### config.mk
export PLATFORM = sky130hd
export DESIGN_NAME = logic_unit
export DESIGN_NICKNAME = d
export VERILOG_FILES = /design/src/rtl/logic_unit_pkg.sv /design/src/rtl/logic_unit_op.sv /design/src/rtl/logic_unit.sv
export SDC_FILE = /design/constraint.sdc
export NUM_CORES = 1
export LEC_CHECK = 0
export ABC_AREA = 1
export BUFFER_PORTS_ARGS = -buffer_cell sky130_fd_sc_hd__buf_4
export CORE_MARGIN = 1.5
export CORE_UTILIZATION = 55
export DETAILED_ROUTE_END_ITERATION = 10
export PLACE_DENSITY = 0.82
export SYNTH_ARGS = -nofsm -noshare
export SYNTH_HDL_FRONTEND = slang
export SYNTH_HIERARCHICAL = 1
export SYNTH_SLANG_ARGS = --single-unit
### constraint.sdc
create_clock -name clk -period 1.55 [get_ports clk]
set_clock_uncertainty 0.15 [all_clocks]
set_input_delay 0.2325 -clock clk [delete_from_list [all_inputs] [get_ports clk]]
set_output_delay 0.2325 -clock clk [all_outputs]
set_load 0.1 [all_outputs]
### src/rtl/logic_unit_pkg.sv
// rtl/logic_unit_pkg.sv - shared op encoding and default sizes for the logic unit
package logic_unit_pkg;

    localparam int DEFAULT_WIDTH = 16;
    localparam int DEFAULT_CNT_W = 16;

    typedef enum logic [2:0] {
        OP_AND  = 3'b000,
        OP_OR   = 3'b001,
        OP_XOR  = 3'b010,
        OP_NAND = 3'b011,
        OP_NOR  = 3'b100,
        OP_XNOR = 3'b101,
        OP_NOT  = 3'b110,
        OP_ANDN = 3'b111
    } logic_op_t;

endpackage

### src/rtl/logic_unit_op.sv
// rtl/logic_unit_op.sv - combinational bitwise op mux for the logic unit
module logic_unit_op
    import logic_unit_pkg::*;
#(
    parameter int WIDTH = DEFAULT_WIDTH
) (
    input  logic_op_t        op,
    input  logic [WIDTH-1:0] inp1,
    input  logic [WIDTH-1:0] inp2,
    output logic [WIDTH-1:0] result
);

    always_comb begin
        result = '0;
        case (op)
            OP_AND:  result = inp1 & inp2;
            OP_OR:   result = inp1 | inp2;
            OP_XOR:  result = inp1 ^ inp2;
            OP_NAND: result = ~(inp1 & inp2);
            OP_NOR:  result = ~(inp1 | inp2);
            OP_XNOR: result = ~(inp1 ^ inp2);
            OP_NOT:  result = ~inp1;
            OP_ANDN: result = inp1 & ~inp2;
            default: result = '0;
        endcase
    end

endmodule

### src/rtl/logic_unit.sv
// rtl/logic_unit.sv - single-stage handshaked logic unit with result flags and consume counter
// Optional parity output enabled by LOGIC_UNIT_PARITY_EN.
module logic_unit
    import logic_unit_pkg::*;
#(
    parameter int WIDTH = DEFAULT_WIDTH,
    parameter int CNT_W = DEFAULT_CNT_W
) (
    input  logic             clk,
    input  logic             rst,
    input  logic             in_valid,
    output logic             in_ready,
    input  logic [2:0]       op,
    input  logic [WIDTH-1:0] inp1,
    input  logic [WIDTH-1:0] inp2,
    output logic             out_valid,
    input  logic             out_ready,
    output logic [WIDTH-1:0] out,
    output logic             zero,
    output logic             ones,
    output logic [CNT_W-1:0] op_count
`ifdef LOGIC_UNIT_PARITY_EN
    ,
    output logic             parity
`endif
);

    logic             out_valid_q, out_valid_d;
    logic [WIDTH-1:0] out_q, out_d;
    logic             zero_q, zero_d;
    logic             ones_q, ones_d;
    logic [CNT_W-1:0] count_q, count_d;
    logic [WIDTH-1:0] result;
    logic             accept;
    logic             consume;

    logic_unit_op #(
        .WIDTH (WIDTH)
    ) u_op (
        .op     (logic_op_t'(op)),
        .inp1   (inp1),
        .inp2   (inp2),
        .result (result)
    );

    // The output slot frees up in the same cycle it is consumed.
    assign in_ready = !out_valid_q || out_ready;
    assign accept   = in_valid && in_ready;
    assign consume  = out_valid_q && out_ready;

    always_comb begin
        out_valid_d = out_valid_q;
        out_d       = out_q;
        zero_d      = zero_q;
        ones_d      = ones_q;
        count_d     = count_q;
        if (accept) begin
            out_valid_d = 1'b1;
            out_d       = result;
            zero_d      = ~|result;
            ones_d      = &result;
        end else if (consume) begin
            out_valid_d = 1'b0;
        end
        if (consume) begin
            count_d = count_q + 1'b1;
        end
    end

    always_ff @(posedge clk or posedge rst) begin
        if (rst) begin
            out_valid_q <= 1'b0;
            out_q       <= '0;
            zero_q      <= 1'b0;
            ones_q      <= 1'b0;
            count_q     <= '0;
        end else begin
            out_valid_q <= out_valid_d;
            out_q       <= out_d;
            zero_q      <= zero_d;
            ones_q      <= ones_d;
            count_q     <= count_d;
        end
    end

    assign out_valid = out_valid_q;
    assign out       = out_q;
    assign zero      = zero_q;
    assign ones      = ones_q;
    assign op_count  = count_q;

`ifdef LOGIC_UNIT_PARITY_EN
    logic parity_q, parity_d;

    always_comb begin
        parity_d = parity_q;
        if (accept) begin
            parity_d = ^result;
        end
    end

    always_ff @(posedge clk or posedge rst) begin
        if (rst) begin
            parity_q <= 1'b0;
        end else begin
            parity_q <= parity_d;
        end
    end

    assign parity = parity_q;
`endif

endmodule

* Word level (Yosys, flattened, before mapping)
Index checks and enable logic that the tools add are counted.
Widths: inputs -> output; s select.
** Storage, ports and cells
- Output and inout bits :: 36
- Word-level logic and storage cells :: 34
- Bits of input ports :: 39
- Bits in registers :: 35
** Cells by class
- Reduce and logical (&&, ||, !) cells :: 9
- Eq/ne operators :: 7
- Bitwise operators :: 9
- Muxes and demuxes :: 3
- Add/subtract/negate cells :: 1
** Operator list (number)
- $pmux 16 s8 :: 1
- $not 16->16 :: 5
- $and 16x16->16 :: 2
- $add 16x1->16 const B :: 1
- $or 16x16->16 :: 1
- $reduce_and 16->1 :: 1
- $reduce_or 16->1 :: 1
- $xor 16x16->16 :: 1
- $eq 3x3->1 const B :: 4
- $eq 3x2->1 const B :: 2
- $eq 3x1->1 const B :: 1
- $logic_not 3->1 :: 1
- $logic_and 1x1->1 :: 2
- $logic_not 1->1 :: 2
- $mux 1 :: 2
- $reduce_bool 2->1 :: 1
- $logic_or 1x1->1 :: 1

* Longest topological paths before layout
Gate-level depths: netlist of the first run.
- Word-level depth :: 5
- Depth in mapped cells :: 13
- Gate-level depth less buffers :: 12

* Hierarchy
The synthesis of the first run kept the hierarchy.
** Modules (own cells, without submodules)
- logic_unit_op :: cells each 366, sequential area each 0.0 um^2, area an instance 2074.5 um^2, instances 1
- logic_unit :: cells each 190, sequential area each 875.8 um^2, area an instance 1659.1 um^2, instances 1

* Worst setup path before layout of the first run
Ideal clock, no wire load.
- Path kind :: flip-flop to flip-flop
- Start point :: register out_valid_q (netlist: out_valid)
- End point :: register out_q[6] (netlist: out[6])
- Data arrival time :: 2.195 ns
- Buffers on the path :: 1
- Period minus slack after synthesis :: 2.422 ns
- Path slack :: -0.872 ns
- Library setup time :: 0.076 ns
- Cell stages (with the launch flop) :: 6
- Data required time :: 1.324 ns
- Path through :: dfrtp_1 -> nand2_2 -> nand2_2 -> buf_2 -> nand2_1 -> o21ai_1
** On the way
- Word-level cells in the longest chain between the ends :: 3
** RTL lines
- from (decl) :: line logic_unit.sv:28 : logic out_valid_q, out_valid_d;
- from (signal assigned) :: line logic_unit.sv:78 : out_valid_q <= out_valid_d;
- $logic_not 1->1 :: line logic_unit.sv:47 : assign in_ready = !out_valid_q || out_ready;
- $logic_or 1x1->1 :: line logic_unit.sv:47
- net in_ready :: line logic_unit.sv:12 : output logic in_ready,
- $logic_and 1x1->1 :: line logic_unit.sv:48 : assign accept = in_valid && in_ready;
- to (signal assigned) :: line logic_unit.sv:79 : out_q <= out_d;
- to (decl) :: line logic_unit.sv:29 : logic [WIDTH-1:0] out_q, out_d;
The timed path passes the listed nets, and every way through them passes these cells.
A chain may end at the register's enable or synchronous reset.

* Worst setup path after layout of the first run
- Start point :: register out_valid_q (netlist: out_valid)
- End point :: output in_ready
** On the way
- Word-level cells in the longest chain between the ends :: 2
** RTL lines (line)
- $logic_not 1->1 :: logic_unit.sv:47
- $logic_or 1x1->1 :: logic_unit.sv:47
- to (decl) :: logic_unit.sv:12
No other way between the ends.

==> impl_summary.md, run 1 <==
Pwr
The worst IR drop on VDD is 0.000482 V. The combinational power share is 56.7%. Net switching is 51.5% of the power. After layout, the design draws a total of 4.37 mW.

The power dissipated by switching net loads is 2.25 mW. The cell internal power dissipation is 2.12 mW. The part of the power in registers is 29.3%. The total power density per cell area is 873 nW/um2.

The total leakage power is 2.87 nW. The share of total power dissipated in the clock network is 14.0%.

Setup path
The arrival time reported for the critical path endpoint is 1.11 ns. The worst path required time is 1.17 ns. The critical path capture point type is a primary output.

The critical path goes through nand2_8 -> buf_6. The standard cell with the maximum stage delay on the critical path is sky130_fd_sc_hd__dfrtp_4. STA classifies the critical path startpoint as a flip-flop. The critical setup path kind is flip-flop to primary output.

Of all nets on the critical path, the largest fanout is 4. The maximum cell stage delay along the critical path is 0.52 ns.

Die
The width of the die is 85.4 um. The total area inside the core boundary comes to 6460 um2. The cell row count is 29. The boundary pin count is 75.

For this configuration, the core starts out at a cell density of 57.8%. The vertical die dimension is 85.4 um. The floorplan die area is 7290 um2.

Logic synthesis
The fraction of synthesized cell area taken by the top area cell type is 23.5%. During synthesis, Yosys emitted a total of 6 warnings. The number of cells produced by synthesis is 556.

By area the synthesized netlist is led by sky130_fd_sc_hd__dfrtp_1, sky130_fd_sc_hd__ha_1, sky130_fd_sc_hd__nand2_1, sky130_fd_sc_hd__inv_1, sky130_fd_sc_hd__nand4_1. The area of the mapped netlist is 3730 um2. Synthesis inferred 35 register bits. In this run the mean area of a mapped cell was 6.72 um2. Of all cell types, the one taking the most synthesized area is sky130_fd_sc_hd__dfrtp_1. Counting distinct cell types in the post-synthesis netlist gives 26. The share of the Yosys chip area taken by registers is 23.5%. The number of nets in the synthesized netlist is 644.

STA
The post-layout minimum cycle time is 1.49 ns. The count of final setup violators is 0. For the pin with the worst max-slew slack, the measured transition is 0.423 ns. In this run the tightest slew margin relative to its limit is 71.8%. The timing-limited maximum frequency is 670 MHz. The number of hold-slack violations in the final timing report is 0. The worst path uses 96.3% of the clock period. The count of final max-slew check failures is 0.

Route
The post-route antenna net violation count is 0. The pre-antenna-repair detailed-routing pass consisted of 11 iterations. Wires add up to 9850 um.

The DRC violation total after the first TritonRoute iteration is 235. Using the TritonRoute via totals, the vias-per-cell ratio works out to 5.28. The remaining routing DRC violations is 6. The via count is 3953. After detailed routing, the average wire length per cell comes to 13.1 um.

GRT
Summed over all layers, the global routing overflow is 0. The wire length of the first global-routing pass is 16300 um. The number of antenna violations at the first check in global routing is 0. Entering global routing, the biggest net connects 36 pins. For this run, the total global-route usage over all layers was measured as 27.0%. The number of global-route vias before repair is 3686.

CTS
The clock reaches the later pin of the worst-skew pair after 0.28 ns. Clock-pin slew was measured on the worst setup and hold paths at 0.06 ns. The CTS sink count is 35. Counting the buffers created by CTS gives 5. The CTS tree is done. The maximum level of the CTS H-tree is 2. The library cell used as clock root buffer is sky130_fd_sc_hd__clkbuf_8. The longest clock path from root to sink contains 2 buffers.

Place
The cell count after placement is 738. After detailed placement, the total cell area comes to 4770 um2. The quantity of I/O buffers inserted on ports is 74. Summed over all nets, the half-perimeter wirelength after detailed placement is 7470 um. At the end of routability-driven placement, the weighted congestion stood at 0.932.

Status
The final reports fail on design-rule violations. The run finished, with violations left.

Run
Max-cap violations in this run came to 0.

Cells and area
Of the cells placed in the final design, the portion with a size suffix greater than 1 is 29.6%. For this run, the post-layout net count is 759. The count of cells in the finished layout, fillers not included, comes to 749.

The final standard cell area without fillers is 5010 um2. Once layout is complete, the utilization of the core stands at 77.6%. The signed area change from the synthesized netlist to the final layout is 34.3%. The number of antenna repair diodes is 0.

Min path
The type of the tightest min-delay check is primary input to flip-flop.
-- repair_timing --
action                                 4_1_cts  5_1_grt
setup endpoints to repair                    1        1
pin swaps                                    0       23
setup buffers                                0        2
endpoints found under the hold margin       35        0
resized for setup                            1       36
hold buffers                                 1        0
-- critical path: cells and delay by family, from the launching register on --
family / cells / cell delay, ns
buffers and inverters: 1 / 0.22
and+or+nand+nor: 1 / 0.09
DFF: 1 / 0.52
-- cell usage after synthesis --
cell	count
sky130_fd_sc_hd__nand3_2	3
sky130_fd_sc_hd__o21ai_0	2
sky130_fd_sc_hd__nor2_4	5
sky130_fd_sc_hd__xor2_1	8
sky130_fd_sc_hd__inv_2	2
sky130_fd_sc_hd__buf_4	9
sky130_fd_sc_hd__nor2_2	3
sky130_fd_sc_hd__nor2_1	63
sky130_fd_sc_hd__nand3_1	41
sky130_fd_sc_hd__o21ai_1	15
sky130_fd_sc_hd__nand2_1	142
sky130_fd_sc_hd__inv_1	97
sky130_fd_sc_hd__buf_2	9
sky130_fd_sc_hd__nor2_8	1
sky130_fd_sc_hd__nand3b_1	16
sky130_fd_sc_hd__nand2_4	3
sky130_fd_sc_hd__dfrtp_1	35
sky130_fd_sc_hd__xnor2_1	4
sky130_fd_sc_hd__nor3_4	1
sky130_fd_sc_hd__a21oi_1	1
sky130_fd_sc_hd__clkbuf_1	3
sky130_fd_sc_hd__ha_1	49
sky130_fd_sc_hd__buf_6	2
sky130_fd_sc_hd__nor3_1	1
sky130_fd_sc_hd__nand2_2	2
sky130_fd_sc_hd__nand4_1	39
-- per-layer routing --
| metal | global-route usage, % | share of wire, % | up-vias |
|---|---|---|---|
| li1 | - | - | 1968 |
| met3 | 3.40 | 6.2 | 21 |
| met5 | 0 | 0 | - |
| met4 | 9.38 | 1.8 | 0 |
| met2 | 49.3 | 50 | 167 |
| met1 | 32.6 | 42 | 1797 |
-- registers in the layout, summed over array words and instances (netlist names) --
register   flops
out_valid      1
ones           1
op_count      16
zero           1
out           16
-- logic make-up after synthesis --
logic type,share of synthesized area [%]
compound gates,2.41
fa+ha+maj,16.4
buf+inv,13.9
xor+xnor,2.81
simple gates,41.0
flops,23.5
-- layout make-up --
cell class	count	area [um2]
Timing Repair Buffer	131	1060
Clock buffer	7	76.3
Multi-Input combinational cell	399	2480
Tap cell	77	96.3
Clock inverter	1	5.00
Sequential cell	35	923
Inverter	99	377
Fill cell	487	1450
-- layout by cell type, fill, tap and decap left out, types with 6 or more instances in the layout --
cell type and n:
sky130_fd_sc_hd__nand3_1 37, sky130_fd_sc_hd__buf_6 9, sky130_fd_sc_hd__dfrtp_4 11, sky130_fd_sc_hd__nand2_1 140, sky130_fd_sc_hd__xor2_1 8, sky130_fd_sc_hd__ha_1 42, sky130_fd_sc_hd__nor2_1 61, sky130_fd_sc_hd__inv_2 12
sky130_fd_sc_hd__inv_1 85, sky130_fd_sc_hd__nand4_1 39, sky130_fd_sc_hd__ha_4 6, sky130_fd_sc_hd__o21ai_1 16, sky130_fd_sc_hd__nand3_2 6, sky130_fd_sc_hd__dfrtp_1 19, sky130_fd_sc_hd__nand3b_1 16, sky130_fd_sc_hd__buf_4 118
-- final timing paths --
check	from	endpoint	slack, ns	cells past startpoint
hold reg to reg	op_count[7]	op_count[7]	0.35	1
setup / recovery	out_valid	in_ready	0.06	2
min in group asynchronous	rst	out[0]	0.45	4
hold / removal	in_valid	out[7]	0.08	3
setup reg to reg	op_count[1]	op_count[14]	0.15	6
max in group asynchronous	rst	op_count[9]	0.46	4
-- metrics by stage --
step / worst slack, ns / setup TNS, ns / hold WS (ns)
global route: -0.0315 / -0.0315 / 0.0928
CTS: 0.0495 / 0 / 0.0734
finish: 0.0571 / 0 / 0.0751
floorplan: -0.0443 / -0.116 / 0.236
detailed placement: -0.203 / -1.38 / 0.207
global placement: -0.149 / -0.600 / 0.202
-- power by group through the flow --
stage / sequential [mW] / combinational, mW / clock (mW)
finish: 1.28 / 2.48 / 0.613
global route: 1.30 / 2.64 / 0.668
CTS: 1.28 / 2.42 / 0.622
detailed placement: 1.30 / 2.40 / 0
global placement: 1.29 / 2.36 / 0
floorplan: 2.36 / 0.661 / 0
(Power assumes the default switching activity.)
==> run 2: changes to the inputs <==
RECOVER_POWER = 50   (was unset)
==> impl_summary.md, run 2 (same netlist as run 1, synthesis figures left out) <==
Status
The flow ran to the end, but the final reports show violations. The checks that failed: design-rule violations.

Die
The initial cell density of the core is 57.8% (unchanged). The vertical die dimension is 85.4 um (unchanged). The core region area is 6460 um2 (unchanged). The boundary pin count was 75 (unchanged). The cell row count is 29 (unchanged). The width of the die was 85.4 um (unchanged). The floorplan die area is 7290 um2 (unchanged).

Setup path
The arrival time reported for the critical path endpoint is 1.11 ns (about the same). Tracing the worst setup path back leads to its startpoint at out_valid. In this run the critical register-to-register path is captured at op_count[13].

The worst reg2reg path startpoint is out_valid. The worst path required time is 1.17 ns (about the same). The critical path capture point type is a primary output.

STA classifies the critical path startpoint as a flip-flop. The maximum fanout encountered on the critical timing path is 4 (unchanged). The number of cells on the worst reg-to-reg path is 5 (-1). The critical setup path kind is flip-flop to primary output.

The setup slack of the worst register-to-register path was 0.07 ns (-0.08 ns).

Route
The detailed-routing iteration count for the pre-antenna-repair pass came to 11 (unchanged). The routed via count divided by cell count came to 5.30 (+0.33%). The amount of wire on met2 after detailed routing is 4940 um (-0.36%). The post-route antenna net violation count is 0 (unchanged). The wire length reported by the detailed router is 9860 um (+0.19%).

The mean routed wirelength per cell is 13.2 um (+0.19%). The met3 wire length came to 586 um (-3.3%). The DRC violation total after the first TritonRoute iteration was 239 (+1.7%). The remaining routing DRC violations is 6 (unchanged). The sum of routed wire segments on met1 is 4150 um (+1.2%). The via count was 3966 (+0.33%). The detailed router used layers up to and including met4.

GRT
The overall track demand over capacity in global routing is 27.0% (unchanged). The number of global-route vias before repair is 3686 (unchanged). The wire length of the first global-routing pass is 16300 um (unchanged). The number of antenna violations at the first check in global routing is 0 (unchanged). The remaining global-route overflow was 0 (unchanged).

The pin count of the biggest net entering global routing is 36 (unchanged).

Place
The quantity of I/O buffers inserted on ports is 74 (unchanged). The placement-stage cell area is 4770 um2 (unchanged). The cell count after placement came to 738 (unchanged). The sum of net half-perimeters after detailed placement is 7470 um (unchanged). The final weighted congestion in routability-driven placement is 0.932 (unchanged).

STA
The relative max-transition margin is 67.4% (-4.4 points). The final sum of negative setup slack is 0 ns (unchanged). The count of final setup violators is 0 (unchanged). The share of the cycle needed by the critical path after routing is 96.4% (about the same). The slew at the pin with the worst max-slew slack was 0.492 ns (+0.0687 ns). The worst hold margin is 0.0744 ns (-0.000759 ns).

The count of final max-slew check failures came to 0 (unchanged). The number of hold-slack violations in the final timing report is 0 (unchanged). The timing-limited maximum frequency is 670 MHz (about the same).

The post-layout minimum cycle time is 1.49 ns (+0.000703 ns).

Cells and area
The commonest non-fill, non-tap cell in the layout is sky130_fd_sc_hd__nand2_1. The number of nets in the layout is 759 (unchanged). The final standard cell area without fillers is 4980 um2 (-0.60%). The post-route non-filler standard cell count is 749 (unchanged). The number of antenna repair diodes came to 0 (unchanged). The fraction of final layout cells with drive strength greater than 1 is 29.3% (-0.30 points).

Leaving out fill and tap cells, the most frequent cells in the layout are sky130_fd_sc_hd__nand2_1, sky130_fd_sc_hd__buf_4, sky130_fd_sc_hd__inv_1. Compared with the post-synthesis result, the final layout area differs by 33.5%.

Min path
The cell depth of the worst hold path came to 3 (unchanged). The destination of the worst hold path is out[7]. The beginning of the worst hold path is in_valid. The type of the tightest min-delay check is primary input to flip-flop.

Pwr
The total leakage power is 2.87 nW (about the same). The worst IR drop on VDD is 0.000482 V (about the same). The total power density per cell area is 872 nW/um2 (about the same).

CTS
The CTS sink count is 35 (unchanged). The CTS tree is done. The number of buffers created by CTS is 5 (unchanged). The number of buffers on the longest clock path is 2 (unchanged).

The maximum level of the CTS H-tree is 2 (unchanged). The insertion delay of the later-clocked pin in the worst-skew pair came to 0.28 ns (about the same). The register clock-pin slew on the reported worst setup and hold paths is 0.06 ns (about the same). The library cell used as clock root buffer is sky130_fd_sc_hd__clkbuf_8.

Run
The number of maximum-capacitance violations came to 0 (unchanged).
## run 2: cell types whose count changed in the layout (fill, tap and decap cells not counted)
| cell | delta |
|---|---|
| sky130_fd_sc_hd__nor2_1 | +1 |
| sky130_fd_sc_hd__inv_1 | +1 |
| sky130_fd_sc_hd__inv_2 | -1 |
| sky130_fd_sc_hd__buf_2 | +9 |
| sky130_fd_sc_hd__clkbuf_4 | +2 |
| sky130_fd_sc_hd__buf_4 | -11 |
| sky130_fd_sc_hd__nor2_4 | -1 |
## run 2: cell type report
cell class	count	area, um2
Clock buffer	7	76.3
Fill cell	495	1480
Sequential cell	35	923
Tap cell	77	96.3
Multi-Input combinational cell	399	2470
Timing Repair Buffer	131	1030
Clock inverter	1	5.00
Inverter	99	377
## run 2: metal layers
layer | vias to the layer above | track usage [%]
met2 | 170 | 49.3
li1 | 1966 | -
met5 | - | 0
met3 | 20 | 3.40
met1 | 1810 | 32.6
met4 | 0 | 9.38
## run 2: timing repair
action,4_1_cts,5_1_grt
hold buffers,1,0
setup buffers,0,2
hold endpoints to repair,35,0
pin swaps,0,23
endpoints found under the setup margin,1,1
gates resized for setup,1,36
## run 2: worst max-delay path, stage by stage, from the launching register on
cell and delay, ns:
sky130_fd_sc_hd__dfrtp_4 0.52, sky130_fd_sc_hd__nand2_8 0.09, sky130_fd_sc_hd__buf_6 0.22
## run 2: worst max-delay path by stage
stage	end	depth (start not counted)	slack, ns
floorplan	op_count[12]	6	-0.04
global placement	zero	13	-0.15
detailed placement	zero	12	-0.20
CTS	in_ready	2	0.05
global route	zero	12	-0.03
finish	in_ready	2	0.06
## run 2: per-stage QoR
| step | setup WS, ns | util (%) | total power [mW] |
|---|---|---|---|
| floorplan | -0.0443 | - | 3.02 |
| finish | 0.0564 | 77.2 | 4.35 |
| CTS | 0.0495 | 75.4 | 4.32 |
| global route | -0.0315 | 77.2 | 4.58 |
| detailed placement | -0.203 | 73.9 | 3.70 |
| global placement | -0.149 | 73.9 | 3.65 |
## run 2: power breakdown
group / switching (mW) / leakage (nW) / internal (mW)
sequential: 0.169 / 0.425 / 1.11
clock: 0.299 / 0.0422 / 0.315
combinational: 1.78 / 2.40 / 0.678
